File: config.mk
export PLATFORM = sky130hd
export DESIGN_NAME = tx_bit_stuffer
export DESIGN_NICKNAME = d
export VERILOG_FILES = /design/src/rtl/usb_tx_pkg.sv /design/src/rtl/bit_timer.sv /design/src/rtl/tx_bit_stuffer.sv
export SDC_FILE = /design/constraint.sdc
export NUM_CORES = 1
export LEC_CHECK = 0
export ABC_AREA = 1
export CORE_UTILIZATION = 50
export DETAILED_ROUTE_END_ITERATION = 8
export GPL_TIMING_DRIVEN = 0
export PLACE_DENSITY = 0.76
export SETUP_SLACK_MARGIN = 0.1
export SLEW_MARGIN = 5
export SYNTH_ARGS = -nofsm -noshare
export SYNTH_HDL_FRONTEND = slang
export SYNTH_SLANG_ARGS = --single-unit
File: constraint.sdc
create_clock -name clk -period 3.4 [get_ports clk]
set_clock_uncertainty 0.05 [all_clocks]
set_input_delay 0.51 -clock clk [delete_from_list [all_inputs] [get_ports clk]]
set_output_delay 0.51 -clock clk [all_outputs]
set_load 0.005 [all_outputs]
File: src/rtl/usb_tx_pkg.sv
// Shared definitions for the USB transmit bit-stuffing path.
package usb_tx_pkg;

    typedef enum logic [1:0] {
        StIdle,
        StShift,
        StStuff,
        StEop
    } tx_state_e;

    // Consecutive ones that force a stuffed zero, and the EOP length in bit periods.
    localparam int unsigned STUFF_LEN = 6;
    localparam int unsigned EOP_BITS  = 2;

endpackage

File: src/rtl/bit_timer.sv
// Bit-period timer: counts 0..CLKS_PER_BIT-1 while running and flags the last cycle.
module bit_timer #(
    parameter int unsigned CLKS_PER_BIT = 8
) (
    input  logic clk,
    input  logic rst,
    input  logic run_i,
    output logic tick_o
);

    localparam int unsigned CntW = (CLKS_PER_BIT > 1) ? $clog2(CLKS_PER_BIT) : 1;
    localparam logic [CntW-1:0] CntMax = CntW'(CLKS_PER_BIT - 1);

    logic [CntW-1:0] cnt_q, cnt_d;

    always_comb begin
        cnt_d = cnt_q;
        if (!run_i || cnt_q == CntMax) begin
            cnt_d = '0;
        end else begin
            cnt_d = cnt_q + 1'b1;
        end
    end

    always_ff @(posedge clk) begin
        if (rst) begin
            cnt_q <= '0;
        end else begin
            cnt_q <= cnt_d;
        end
    end

    assign tick_o = run_i && (cnt_q == CntMax);

endmodule

File: src/rtl/tx_bit_stuffer.sv
// Serialises packet bytes LSB first, inserting a zero after six consecutive ones,
// and finishes each packet with an EOP.
module tx_bit_stuffer
    import usb_tx_pkg::*;
#(
    parameter int unsigned CLKS_PER_BIT = 8
) (
    input  logic       clk,
    input  logic       rst,
    input  logic [7:0] tx_byte,
    input  logic       byte_valid,
    input  logic       last_byte,
    output logic       byte_ready,
    output logic       d_orig,
    output logic       pause,
    output logic       flag_8,
    output logic       eop,
    output logic       tx_active,
    output logic       underrun_err
);

    localparam int unsigned EopW = (EOP_BITS > 1) ? $clog2(EOP_BITS) : 1;
    localparam logic [EopW-1:0] EopMax = EopW'(EOP_BITS - 1);

    tx_state_e       state_q, state_d;
    logic [7:0]      shreg_q, shreg_d;
    logic [2:0]      bit_idx_q, bit_idx_d;
    logic [2:0]      ones_q, ones_d;
    logic            last_q, last_d;
    logic            end_q, end_d;
    logic [EopW-1:0] eop_cnt_q, eop_cnt_d;
    logic            err_q, err_d;

    logic       tick;
    logic       cur_bit;
    logic       is_bit7;
    logic [2:0] ones_inc;
    logic       stuff_due;
    logic       xfer;
    logic       end_after;

    bit_timer #(
        .CLKS_PER_BIT(CLKS_PER_BIT)
    ) u_bit_timer (
        .clk   (clk),
        .rst   (rst),
        .run_i (state_q != StIdle),
        .tick_o(tick)
    );

    assign cur_bit   = shreg_q[bit_idx_q];
    assign is_bit7   = (bit_idx_q == 3'd7);
    assign ones_inc  = cur_bit ? ones_q + 3'd1 : 3'd0;
    assign stuff_due = (ones_inc == 3'(STUFF_LEN));
    assign xfer      = byte_valid && byte_ready;

    always_comb begin
        state_d   = state_q;
        shreg_d   = shreg_q;
        bit_idx_d = bit_idx_q;
        ones_d    = ones_q;
        last_d    = last_q;
        end_d     = end_q;
        eop_cnt_d = '0;
        err_d     = 1'b0;
        end_after = 1'b0;

        case (state_q)
            StIdle: begin
                if (xfer) begin
                    shreg_d   = tx_byte;
                    last_d    = last_byte;
                    ones_d    = 3'd0;
                    bit_idx_d = 3'd0;
                    end_d     = 1'b0;
                    state_d   = StShift;
                end
            end
            StShift: begin
                if (tick) begin
                    ones_d    = ones_inc;
                    // Position moves on now; a due stuff bit is emitted before it.
                    bit_idx_d = bit_idx_q + 3'd1;
                    if (is_bit7) begin
                        if (xfer) begin
                            shreg_d = tx_byte;
                            last_d  = last_byte;
                        end else begin
                            end_after = 1'b1;
                            err_d     = !last_q;
                        end
                    end
                    if (stuff_due) begin
                        ones_d  = 3'd0;
                        end_d   = end_after;
                        state_d = StStuff;
                    end else begin
                        state_d = end_after ? StEop : StShift;
                    end
                end
            end
            StStuff: begin
                if (tick) begin
                    state_d = end_q ? StEop : StShift;
                end
            end
            StEop: begin
                eop_cnt_d = eop_cnt_q;
                if (tick) begin
                    if (eop_cnt_q == EopMax) begin
                        state_d = StIdle;
                    end else begin
                        eop_cnt_d = eop_cnt_q + 1'b1;
                    end
                end
            end
            default: state_d = StIdle;
        endcase
    end

    always_ff @(posedge clk) begin
        if (rst) begin
            state_q   <= StIdle;
            shreg_q   <= '0;
            bit_idx_q <= '0;
            ones_q    <= '0;
            last_q    <= 1'b0;
            end_q     <= 1'b0;
            eop_cnt_q <= '0;
            err_q     <= 1'b0;
        end else begin
            state_q   <= state_d;
            shreg_q   <= shreg_d;
            bit_idx_q <= bit_idx_d;
            ones_q    <= ones_d;
            last_q    <= last_d;
            end_q     <= end_d;
            eop_cnt_q <= eop_cnt_d;
            err_q     <= err_d;
        end
    end

    // Outputs are forced to their idle values in the same cycle rst is seen.
    always_comb begin
        byte_ready   = 1'b0;
        d_orig       = 1'b1;
        pause        = 1'b0;
        flag_8       = 1'b0;
        eop          = 1'b0;
        tx_active    = 1'b0;
        underrun_err = 1'b0;
        if (!rst) begin
            tx_active    = (state_q != StIdle);
            underrun_err = err_q;
            case (state_q)
                StIdle:  byte_ready = 1'b1;
                StShift: begin
                    d_orig     = cur_bit;
                    flag_8     = is_bit7;
                    byte_ready = tick && is_bit7 && !last_q;
                end
                StStuff: begin
                    d_orig = 1'b0;
                    pause  = 1'b1;
                end
                StEop:   eop = 1'b1;
                default: d_orig = 1'b1;
            endcase
        end
    end

endmodule

Yosys cells after proc, flatten, opt, wreduce, memory -nomap -nowiden --
Index checks and enable logic that the tools add are counted.
Storage, ports and cells: flip-flop bits (word level) 23, bits of input ports 12, output and inout bits 7, word-level logic and storage cells 95
Operators by class: add/subtract/negate cells 4, $lt $le $gt $ge 1, equality and inequality tests 13, mux-type cells 47, bitwise operators 4, reductions and logical operators 17
Operators with widths (count):
- 8-bit two-way mux | 3
- 1-bit two-way mux | 22
- 2-bit two-way mux | 8
- 8-bit one-hot mux with 2 select lines | 1
- 3-bit two-way mux | 5
- 2-bit != test, second input constant | 7
- 3-bit one-hot mux with 2 select lines | 2
- 3-bit by 1-bit adder with 3-bit output, second input constant | 3
- 3-bit equality test, second input constant | 3
- 1-bit one-hot mux with 2 select lines | 4
- 2-bit one-hot mux with 4 select lines | 1
- 3-bit AND reduction | 2
- 5-bit AND reduction | 1
- 5-bit OR reduction | 1
- 2-bit equality test, second input constant | 2
- 1-bit logical AND | 4
- 3-bit by 4-bit less-than comparator with 1-bit output, second input constant | 1
- 1-bit inverter | 4
- 4-bit AND reduction | 1
- 2-bit nonzero test | 2
- 2-bit OR reduction | 2
- 1-bit binary-select mux with 3-bit select | 1
- 2-bit by 1-bit equality test with 1-bit output, second input constant | 1
- 1-bit zero test | 2
- 3 further kinds | 3

Depth between registers and ports, before layout --
Gate-level depths: netlist of the first run.
depth after elaboration 15, gate-level depth with buffers 11, mapped depth without buffers 11

Cells and area by module --
Synthesis of the first run repeated with hierarchy kept, for this count alone.
Unflattened totals: cells, all modules 164, area total of the unflattened synthesis 1193.6 um2
By module, submodules not included:
- tx_bit_stuffer | times used 1, cells each 149, area each 1064.8 um2, sequential area each 400.4 um2
- bit_timer | times used 1, cells each 15, area each 128.9 um2, sequential area each 60.1 um2

Least setup slack after synthesis of the first run --
Ideal clock, no wire load.
path type flip-flop to output port, from reg bit_idx_q[0], to out byte_ready, arrival time 1.071 ns, data required time 2.840 ns, setup slack 1.769 ns, cell stages (with the launch flop) 7, path buffers 0, cells stage by stage dfxtp_1 ha_1 ha_1 inv_1 nor2_4 nand2_2 a21oi_1
On the way: longest elaborated chain between the ends 5
RTL lines:
- start: declaration | line tx_bit_stuffer.sv:27 | logic [2:0] bit_idx_q, bit_idx_d;
- start signal: assignment | line tx_bit_stuffer.sv:134 | bit_idx_q <= bit_idx_d;
- 3-bit equality test | line tx_bit_stuffer.sv:52 | assign is_bit7 = (bit_idx_q == 3'd7);
- 1-bit logical AND (2 in series) | line tx_bit_stuffer.sv:160 | byte_ready = tick && is_bit7 && !last_q;
- 1-bit one-hot mux with 2 select lines | line tx_bit_stuffer.sv:155 | case (state_q)
- 1-bit two-way mux | line tx_bit_stuffer.sv:152 | if (!rst) begin
- end: declaration | line tx_bit_stuffer.sv:13 | output logic byte_ready,
Every way passes these cells.

Worst setup path in the final report of the first run --
from in rst, to out d_orig
On the way: longest elaborated chain between the ends 1
RTL lines:
- start: declaration | line tx_bit_stuffer.sv:9 | input logic rst,
- 1-bit two-way mux | line tx_bit_stuffer.sv:152
- end: declaration | line tx_bit_stuffer.sv:14 | output logic d_orig,
Every way passes these cells.

==> results of run 1 <==
==> area by class of cell <==
class                   count  share of cell area (%)
repair buffers             18                    13.1
flip-flops and latches     23                    33.4
multi-input cells         103                    40.4
clock buffers               4                    1.91
well taps                  27                    2.45
plain buffers               3                    1.36
inverters                  27                    7.36
==> where the power goes <==
group | internal (mW) | leakage [nW] | total, mW | switching [mW]
logic | 0.0343 | 0.395 | 0.0782 | 0.0439
clock network | 0.0459 | 0.0150 | 0.127 | 0.0809
registers | 0.282 | 0.188 | 0.290 | 0.00774
==> stage by stage <==
stage / instance area, µm² / std cells / hold slack, ps / power [mW] / utilization [%]
finish: 1380 / 205 / 384 / 0.495 / 67.5
global route: 1380 / 205 / 411 / 0.524 / 67.5
CTS: 1380 / 205 / 389 / 0.497 / 67.5
detailed placement: 1350 / 201 / 372 / 0.374 / 66.2
global placement: 1350 / 201 / 357 / 0.372 / 66.2
floorplan: 1140 / 156 / 349 / 0.344 / -
==> sequential cells by signal, summed over array words and instances (netlist names) <==
signal	count
bit_idx_q	3
end_q	1
err_q	1
u_bit_timer.cnt_q	3
last_q	1
eop_cnt_q	1
shreg_q	8
ones_q	3
state_q	2
==> cell usage in the layout, fill, tap and decap left out <==
cell / n
xor2_1: 1
o21ai_0: 12
nand2_1: 23
nand3_1: 11
nor2_4: 2
inv_1: 24
clkbuf_4: 3
a21oi_1: 18
inv_2: 3
a31oi_1: 1
o21a_1: 1
nand4_1: 2
clkdlybuf4s50_1: 18
nor3_1: 2
nor2_2: 2
nor2_1: 15
clkbuf_1: 3
nand3_4: 1
ha_1: 5
nand2_2: 3
o211ai_1: 1
a211oi_1: 3
dfxtp_1: 23
buf_6: 1
==> logic make-up after synthesis <==
group                    after synthesis  synth area share, %
AO/OA/AOI/OAI                         36                 17.1
adder cells (fa/ha/maj)                5                 5.50
AND/OR/NAND/NOR                       61                 25.6
XOR/XNOR                               1                0.770
flip-flops                            23                 40.5
buffers and inverters                 30                 10.6
==> worst paths after layout <==
check	endpoint	from	slack, ps	depth (start not counted)
setup reg to reg	end_q	u_bit_timer.cnt_q[0]	1710	11
setup / recovery	d_orig	rst	600	5
hold reg to reg	u_bit_timer.cnt_q[0]	u_bit_timer.cnt_q[0]	380	1
hold / removal	u_bit_timer.cnt_q[0]	u_bit_timer.cnt_q[0]	380	1
==> worst max-delay path, stage by stage <==
cell,delay (ps)
clkdlybuf4s50_1,500
clkbuf_1,390
nor3_1,140
a31oi_1,170
clkdlybuf4s50_1,520
==> metal layers <==
metal	share of wire (%)	wire length [µm]	vias to the layer above	track usage, %
li1	-	-	551	-
met1	48	1120	462	28.5
met2	46	1060	17	36.5
met3	3.7	85	5	3.70
met4	1.5	35	0	5.71
met5	0	0	-	0
==> reports/qor.yml, run 1 <==
outcome:
  status: "completed"
clocking:
  cts_root_buf: "clkbuf_4"
  path_clk_slew_ps: 120
  postCtsSetupRepairBufs: 0
  clk_latency_ps: 310
  cts_resized: 0
  tritoncts: "yes"
  clk_path_buf_depth: 2
  ctsHoldBuffers: 0
  cts.sinks: 23
  cts_made_buffers: 3
  h-tree-depth: 1
place:
  gp_congestion: 0.880
  io_buffers: 18
  dp_hpwl_um: 1760
  dpl_worst_slack_ps: 629
timing:
  min_period_ps: 2800
  finalMaxSlewViolations: 0
  setup_viol: 0
  fmax_ghz: 0.357
  period_share_pct: 82.4
  worstMarginPinSlew_ps: 464
  setup_tns_ps: 0
  max_slew_margin_pct: 69.1
  rsz0062_at_grt: "no"
  postLayoutSetupSlackWorst_ps: 600
  hold_viol: 0
layout:
  multi_input_comb_area_um2: 557
  diodes: 0
  fin_nets: 196
  register_area_um2: 460
  syn_to_final_growth_pct: 21.1
  n_fill_cell: 216
  drive_above_1_share_pct: 8.43
yosys:
  synth-seq-cells: 23
  netlist_area_um2: 1140
  yosysWarnings: 0
  synth_ff_type: "dfxtp_1"
  avgSynthCellArea_um2: 7.29
  yosysSeqAreaShare_pct: 40.5
  synthCells: 156
  synth_area_leaders: "dfxtp_1 (40%), a21oi_1 (7.9%), inv_1 (7.9%)"
  synth_top_area_cell: "dfxtp_1"
  ys_types: 22
  netlist_top_cells_count: "inv_1 (24), dfxtp_1 (23), nand2_1 (23)"
  synth_edf_count: 0
  syn-num-nets: 173
  async_flop_share_pct: 0
  synth_top_area_share_pct: 40.5
  yosysMostFrequentCell: "inv_1"
die:
  core-area_um2: 2040
  initial_core_util_pct: 55.7
  ios: 19
  die_x_um: 49.7
  rows: 16
  dieArea_um2: 2470
  fp.dieH_um: 49.7
routing:
  ant_nets: 0
  drt_first_pass_iters: 4
  route.vias.total: 1035
  drc: 0
  drt-initial-drc-count: 34
  wl_um: 2300
  vias_per_cell: 5.05
  wl_per_cell_um: 11.2
power_and_ir_drop:
  p_leak_nw: 0.598
  vdd_drop_max_mv: 0.231
  power_density_nw_per_um2: 359
job:
  cap_violations: 0
worst_setup_path:
  critPathRequiredTime_ps: 2840
  startpoint_type: "input pin"
  critical_path_class: "in2out"
  worstSetupEndpointType: "output pin"
  path_max_fanout: 10
  arrival_ps: 2240
global_route:
  grt_overflow: 0
  grt_pass1_wl_um: 4150
  grt_max_degree: 13
  grt_use_total_pct: 21.7
  grt_pass1_vias: 998
  antenna_found_initial: 0
min_path:
  holdCritPathClass: "reg2reg"
Power figures use the tool's default switching activity.
==> inputs of run 2 (changes only) <==
- CORE_UTILIZATION: 50 -> 46
- PLACE_DENSITY: 0.76 -> 0.73
- clock period: 3.4 -> 2.5 ns (I/O delays scaled with it)
==> run 2 against run 1 <==
Net effect: register-to-register slack got worse by 920 ps; sequential share of layout area fell by 0.091 points; worst hold slack got worse by 25 ps; die area rose by 8.3%; clock power rose by 44%; utilization fell by 6.1 points; power rose by 39%; combinational power rose by 39%; sequential power rose by 36%; first-iteration DRC count fell by 50%.
==> reports/qor.yml, run 2 (synthesis gave the netlist of run 1 again) <==
die:
  initial_core_util_pct: 50.0  # -5.7 points
  core-area_um2: 2280  # +11%
  ios: 19  # unchanged
  dieArea_um2: 2680  # +8.3%
  rows: 17  # +1
  fp.dieH_um: 51.7  # +4.1%
  die_x_um: 51.7  # +4.1%
routing:
  wl_um: 2470  # +7.5%
  drt_first_pass_iters: 4  # unchanged
  ant_nets: 0  # unchanged
  vias_per_cell: 5.02  # -0.58%
  drc: 0  # unchanged
  wl_per_cell_um: 12.0  # +7.0%
  route.vias.total: 1034  # -0.097%
  drt-initial-drc-count: 17  # -50%
clocking:
  cts_root_buf: "clkbuf_4"
  clk_latency_ps: 320  # about the same
  path_clk_slew_ps: 130  # about the same
  cts.sinks: 23  # unchanged
  postCtsSetupRepairBufs: 0  # unchanged
  h-tree-depth: 1  # unchanged
  tritoncts: "yes"
  clk_path_buf_depth: 2  # unchanged
  cts_made_buffers: 3  # unchanged
timing:
  rsz0062_at_grt: "yes"
  finalMaxSlewViolations: 0  # unchanged
  period_share_pct: 93.7
  hold_viol: 0  # unchanged
  max_slew_margin_pct: 82.6  # +14 points
  setup_viol: 0  # unchanged
  setup_tns_ps: 0  # unchanged
  fmax_ghz: 0.427
  postLayoutSetupSlackWorst_ps: 157  # -443 ps
  min_period_ps: 2340
  worstMarginPinSlew_ps: 258  # -206 ps
  fin_hold_ws_ps: 359  # -25.2 ps
global_route:
  grt_max_degree: 13  # unchanged
  grt_pass1_vias: 962  # -3.6%
  grt_overflow: 0  # unchanged
  grt_use_total_pct: 21.0  # -0.69 points
  grt_pass1_wl_um: 4110  # -1.2%
  antenna_found_initial: 0  # unchanged
place:
  placed_area_um2: 1350  # about the same
  io_buffers: 18  # unchanged
  dp_hpwl_um: 1810  # +3.3%
  place_inst: 202  # +0.50%
  dpl_worst_slack_ps: 9.38  # -619 ps
  gp_congestion: 0.855  # -2.9%
layout:
  drive_above_1_share_pct: 12.4  # +3.9 points
  regMostFlops: "shreg_q"
  syn_to_final_growth_pct: 22.8
  postLayoutCellArea_um2: 1400  # +1.4%
  finish.utilization_pct: 61.4  # -6.1 points
  diodes: 0  # unchanged
  stdcell_count: 206  # +0.49%
  largest_register_ffs: 8  # unchanged
  fin_nets: 196  # unchanged
  layout_common_cells: "nand2_1 (23), inv_1 (23), dfxtp_1 (21)"
worst_setup_path:
  critical_path_class: "reg2out"
  worstSetupEndpointType: "output pin"
  max_stage_delay_ps: 550  # +30 ps
  r2r_slack_ps: 790  # -920 ps
  r2r_start: "u_bit_timer.cnt_q[0]"
  crit_family: "buffers and inverters"
  arrival_ps: 1920  # -320 ps
  cp_cell_sequence: "ha_1 -> ha_1 -> inv_1 -> nor3_1 -> clkdlybuf4s50_1"
  crit_path_end: "flag_8"
  crit_buf_inv: 2  # -1
  worstReg2RegEnd: "state_q[1]"
  slowest_stage: "clkdlybuf4s50_1"
  path_max_fanout: 4  # -6
  startpoint_type: "flip-flop"
  reg2regPathDepth: 11  # unchanged
  critPathRequiredTime_ps: 2080  # -760 ps
  crit_start: "bit_idx_q[1]"
  worst_path_most_repeated_cell: "ha_1"
  path_depth: 5  # unchanged
power_and_ir_drop:
  vdd_drop_max_mv: 0.406  # +76%
  power_density_nw_per_um2: 491  # +37%
  p_leak_nw: 0.604  # +1.0%
  p_total_uw: 686  # +39%
job:
  cap_violations: 0  # unchanged
min_path:
  holdCritPathClass: "reg2reg"
outcome:
  status: "completed"
run 2: worst min path at each step:
stage	cells past startpoint	slack (ps)	startpoint	to
final	1	360	u_bit_timer.cnt_q[0]	u_bit_timer.cnt_q[0]
after global routing	1	380	u_bit_timer.cnt_q[0]	u_bit_timer.cnt_q[0]
after CTS	1	360	u_bit_timer.cnt_q[0]	u_bit_timer.cnt_q[0]
after detailed placement	1	370	u_bit_timer.cnt_q[0]	u_bit_timer.cnt_q[0]
after global placement	1	360	u_bit_timer.cnt_q[0]	u_bit_timer.cnt_q[0]
after floorplan	1	350	u_bit_timer.cnt_q[0]	u_bit_timer.cnt_q[0]
run 2: repair_timing:
action,in CTS,in global routing
hold buffers,0,0
setup endpoints to repair,3,2
resized for setup,8,4
run 2: cell type report:
| type | instances | area, µm² |
|---|---|---|
| Sequential cell | 23 | 465 |
| Clock buffer | 4 | 26.3 |
| Fill cell | 208 | 880 |
| Inverter | 27 | 101 |
| Timing Repair Buffer | 18 | 181 |
| Tap cell | 28 | 35.0 |
| Multi-Input combinational cell | 103 | 563 |
| Buffer | 3 | 23.8 |
run 2: power breakdown:
part | total (mW) | leakage, nW | switching, mW | internal, mW
Clock | 0.183 | 0.0150 | 0.120 | 0.0626
Combinational | 0.109 | 0.400 | 0.0615 | 0.0471
Sequential | 0.395 | 0.189 | 0.0108 | 0.384
Total | 0.686 | 0.604 | 0.192 | 0.494
run 2: layer usage:
metal,part of all wire (%),GRT usage (%)
met5,0,0
met4,1.9,9.01
met3,2.5,4.39
met2,47,35.1
met1,49,26.0
==> inputs of run 3 (changes only) <==
- CAP_MARGIN: unset -> 10
- CORE_UTILIZATION: 46 -> 50
- DONT_BUFFER_PORTS: unset -> 1
- PLACE_DENSITY: 0.73 -> 0.68
==> run 3 against run 2 <==
Net effect: first-iteration DRC count down 35%; worst setup slack improved by 380 ps; wire length is 13% lower; via count down 5.3%; flip-flop and latch count is the same; final cell count shrank 9.2%; clock-buffer cell count decreased by 1.
==> reports/qor.yml, run 3 (synthesis gave the netlist of run 1 again) <==
place:
  io_buffers: 0  # -18
  gp_congestion: 0.816  # -4.5%
  dp_hpwl_um: 1650  # -8.9%
  dpl_worst_slack_ps: 811  # +802 ps
die:
  dieArea_um2: 2470  # -7.7%
  ios: 19  # unchanged
  die_x_um: 49.7  # -3.9%
  initial_core_util_pct: 55.7  # +5.7 points
  rows: 16  # -1
  core-area_um2: 2040  # -10%
  fp.dieH_um: 49.7  # -3.9%
timing:
  rsz0062_at_grt: "no"
  finalMaxSlewViolations: 0  # unchanged
  period_share_pct: 78.7  # -15 points
  fmax_ghz: 0.508  # +19%
  setup_viol: 0  # unchanged
  setup_tns_ps: 0  # unchanged
  max_slew_margin_pct: 69.7  # -13 points
  min_period_ps: 1970  # -376 ps
  worstMarginPinSlew_ps: 454  # +196 ps
  postLayoutSetupSlackWorst_ps: 533  # +376 ps
  hold_viol: 0  # unchanged
routing:
  drt_first_pass_iters: 4  # unchanged
  vias_per_cell: 5.24  # +4.3%
  route.vias.total: 979  # -5.3%
  wl_um: 2140  # -13%
  drt-initial-drc-count: 11  # -6
  wl_per_cell_um: 11.5  # -4.5%
  drc: 0  # unchanged
  ant_nets: 0  # unchanged
worst_setup_path:
  r2r_start: "u_bit_timer.cnt_q[0]"
  startpoint_type: "flip-flop"
  path_max_fanout: 4  # unchanged
  r2r_slack_ps: 800  # about the same
  critical_path_class: "reg2out"
  worstSetupEndpointType: "output pin"
  worstReg2RegEnd: "state_q[1]"
  arrival_ps: 1540  # -380 ps
  critPathRequiredTime_ps: 2080  # about the same
  reg2regPathDepth: 11  # unchanged
min_path:
  whs_path_depth: 2  # +1
  hold_path_startpoint: "last_byte"
  holdCritPathClass: "in2reg"
  holdPathEnd: "last_q"
clocking:
  clk_path_buf_depth: 2  # unchanged
  h-tree-depth: 1  # unchanged
  clk_latency_ps: 310  # about the same
  tritoncts: "yes"
  path_clk_slew_ps: 130  # about the same
  cts.sinks: 23  # unchanged
  cts_root_buf: "clkbuf_4"
  cts_resized: 0  # -8
  cts_made_buffers: 3  # unchanged
  ctsHoldBuffers: 0  # unchanged
  postCtsSetupRepairBufs: 0  # unchanged
layout:
  diodes: 0  # unchanged
  layout_common_cells: "inv_1 (24), nand2_1 (23), dfxtp_1 (23)"
  syn_to_final_growth_pct: 5.39
  regMostFlops: "shreg_q"
  n_fill_cell: 216  # +3.8%
  final_common_cell: "inv_1"
  fin_nets: 178  # -9.2%
  multi_input_comb_area_um2: 557  # -1.1%
  register_area_um2: 460  # -1.1%
  largest_register_ffs: 8  # unchanged
  drive_above_1_share_pct: 10.0  # -2.4 points
power_and_ir_drop:
  power_density_nw_per_um2: 541  # +10%
  vdd_drop_max_mv: 0.290  # -28%
  p_leak_nw: 0.533  # -12%
  p_total_uw: 648  # -5.5%
job:
  cap_violations: 0  # unchanged
global_route:
  antenna_found_initial: 0  # unchanged
  grt_overflow: 0  # unchanged
  grt_max_degree: 14  # +1
  grt_pass1_wl_um: 3680  # -10%
  grt_use_total_pct: 19.3  # -1.7 points
  grt_pass1_vias: 904  # -6.0%
outcome:
  status: "completed"
[run 3: worst max-delay path by stage]
stage	startpoint	endpoint	slack [ps]	depth (start not counted)
after floorplan	bit_idx_q[0]	byte_ready	1000	6
after global placement	bit_idx_q[0]	state_q[1]	840	11
after detailed placement	u_bit_timer.cnt_q[0]	state_q[1]	810	11
after CTS	u_bit_timer.cnt_q[0]	byte_ready	500	6
after global routing	u_bit_timer.cnt_q[0]	byte_ready	400	6
final	u_bit_timer.cnt_q[0]	byte_ready	530	6
[run 3: through the flow]
step	hold slack, ps	instance area, µm²	util, %	instances
final	152	1200	58.7	187
after global routing	159	1200	58.7	187
after CTS	142	1200	58.7	187
after detailed placement	361	1170	57.4	183
after global placement	357	1170	57.4	183
after floorplan	349	1140	-	156
[run 3: power breakdown]
group	total [mW]	switching (mW)	leakage, nW	internal [mW]
combinational	0.0822	0.0548	0.327	0.0274
clock	0.172	0.112	0.0177	0.0598
sequential	0.394	0.0100	0.188	0.384
[run 3: cell type report]
cell class,count,area share [%]
Inverter,27,8.46
Clock inverter,1,0.418
Tap cell,27,2.82
Buffer,3,1.57
Clock buffer,3,1.88
Multi-Input combinational cell,103,46.5
Sequential cell,23,38.4
[run 3: worst max-delay path, stage by stage, from the launching register on]
cell and delay (ps):
dfxtp_1 350, ha_1 160, ha_1 210, nand2_2 110, nor2_2 120, nand2_2 70, a21oi_1 210
[run 3: layer usage]
| metal | GRT usage, % | routed length, µm | vias up |
|---|---|---|---|
| li1 | - | - | 516 |
| met1 | 22.4 | 1020 | 438 |
| met2 | 33.6 | 981 | 20 |
| met3 | 4.01 | 104 | 5 |
| met4 | 8.57 | 38 | 0 |
| met5 | 0 | 0 | - |
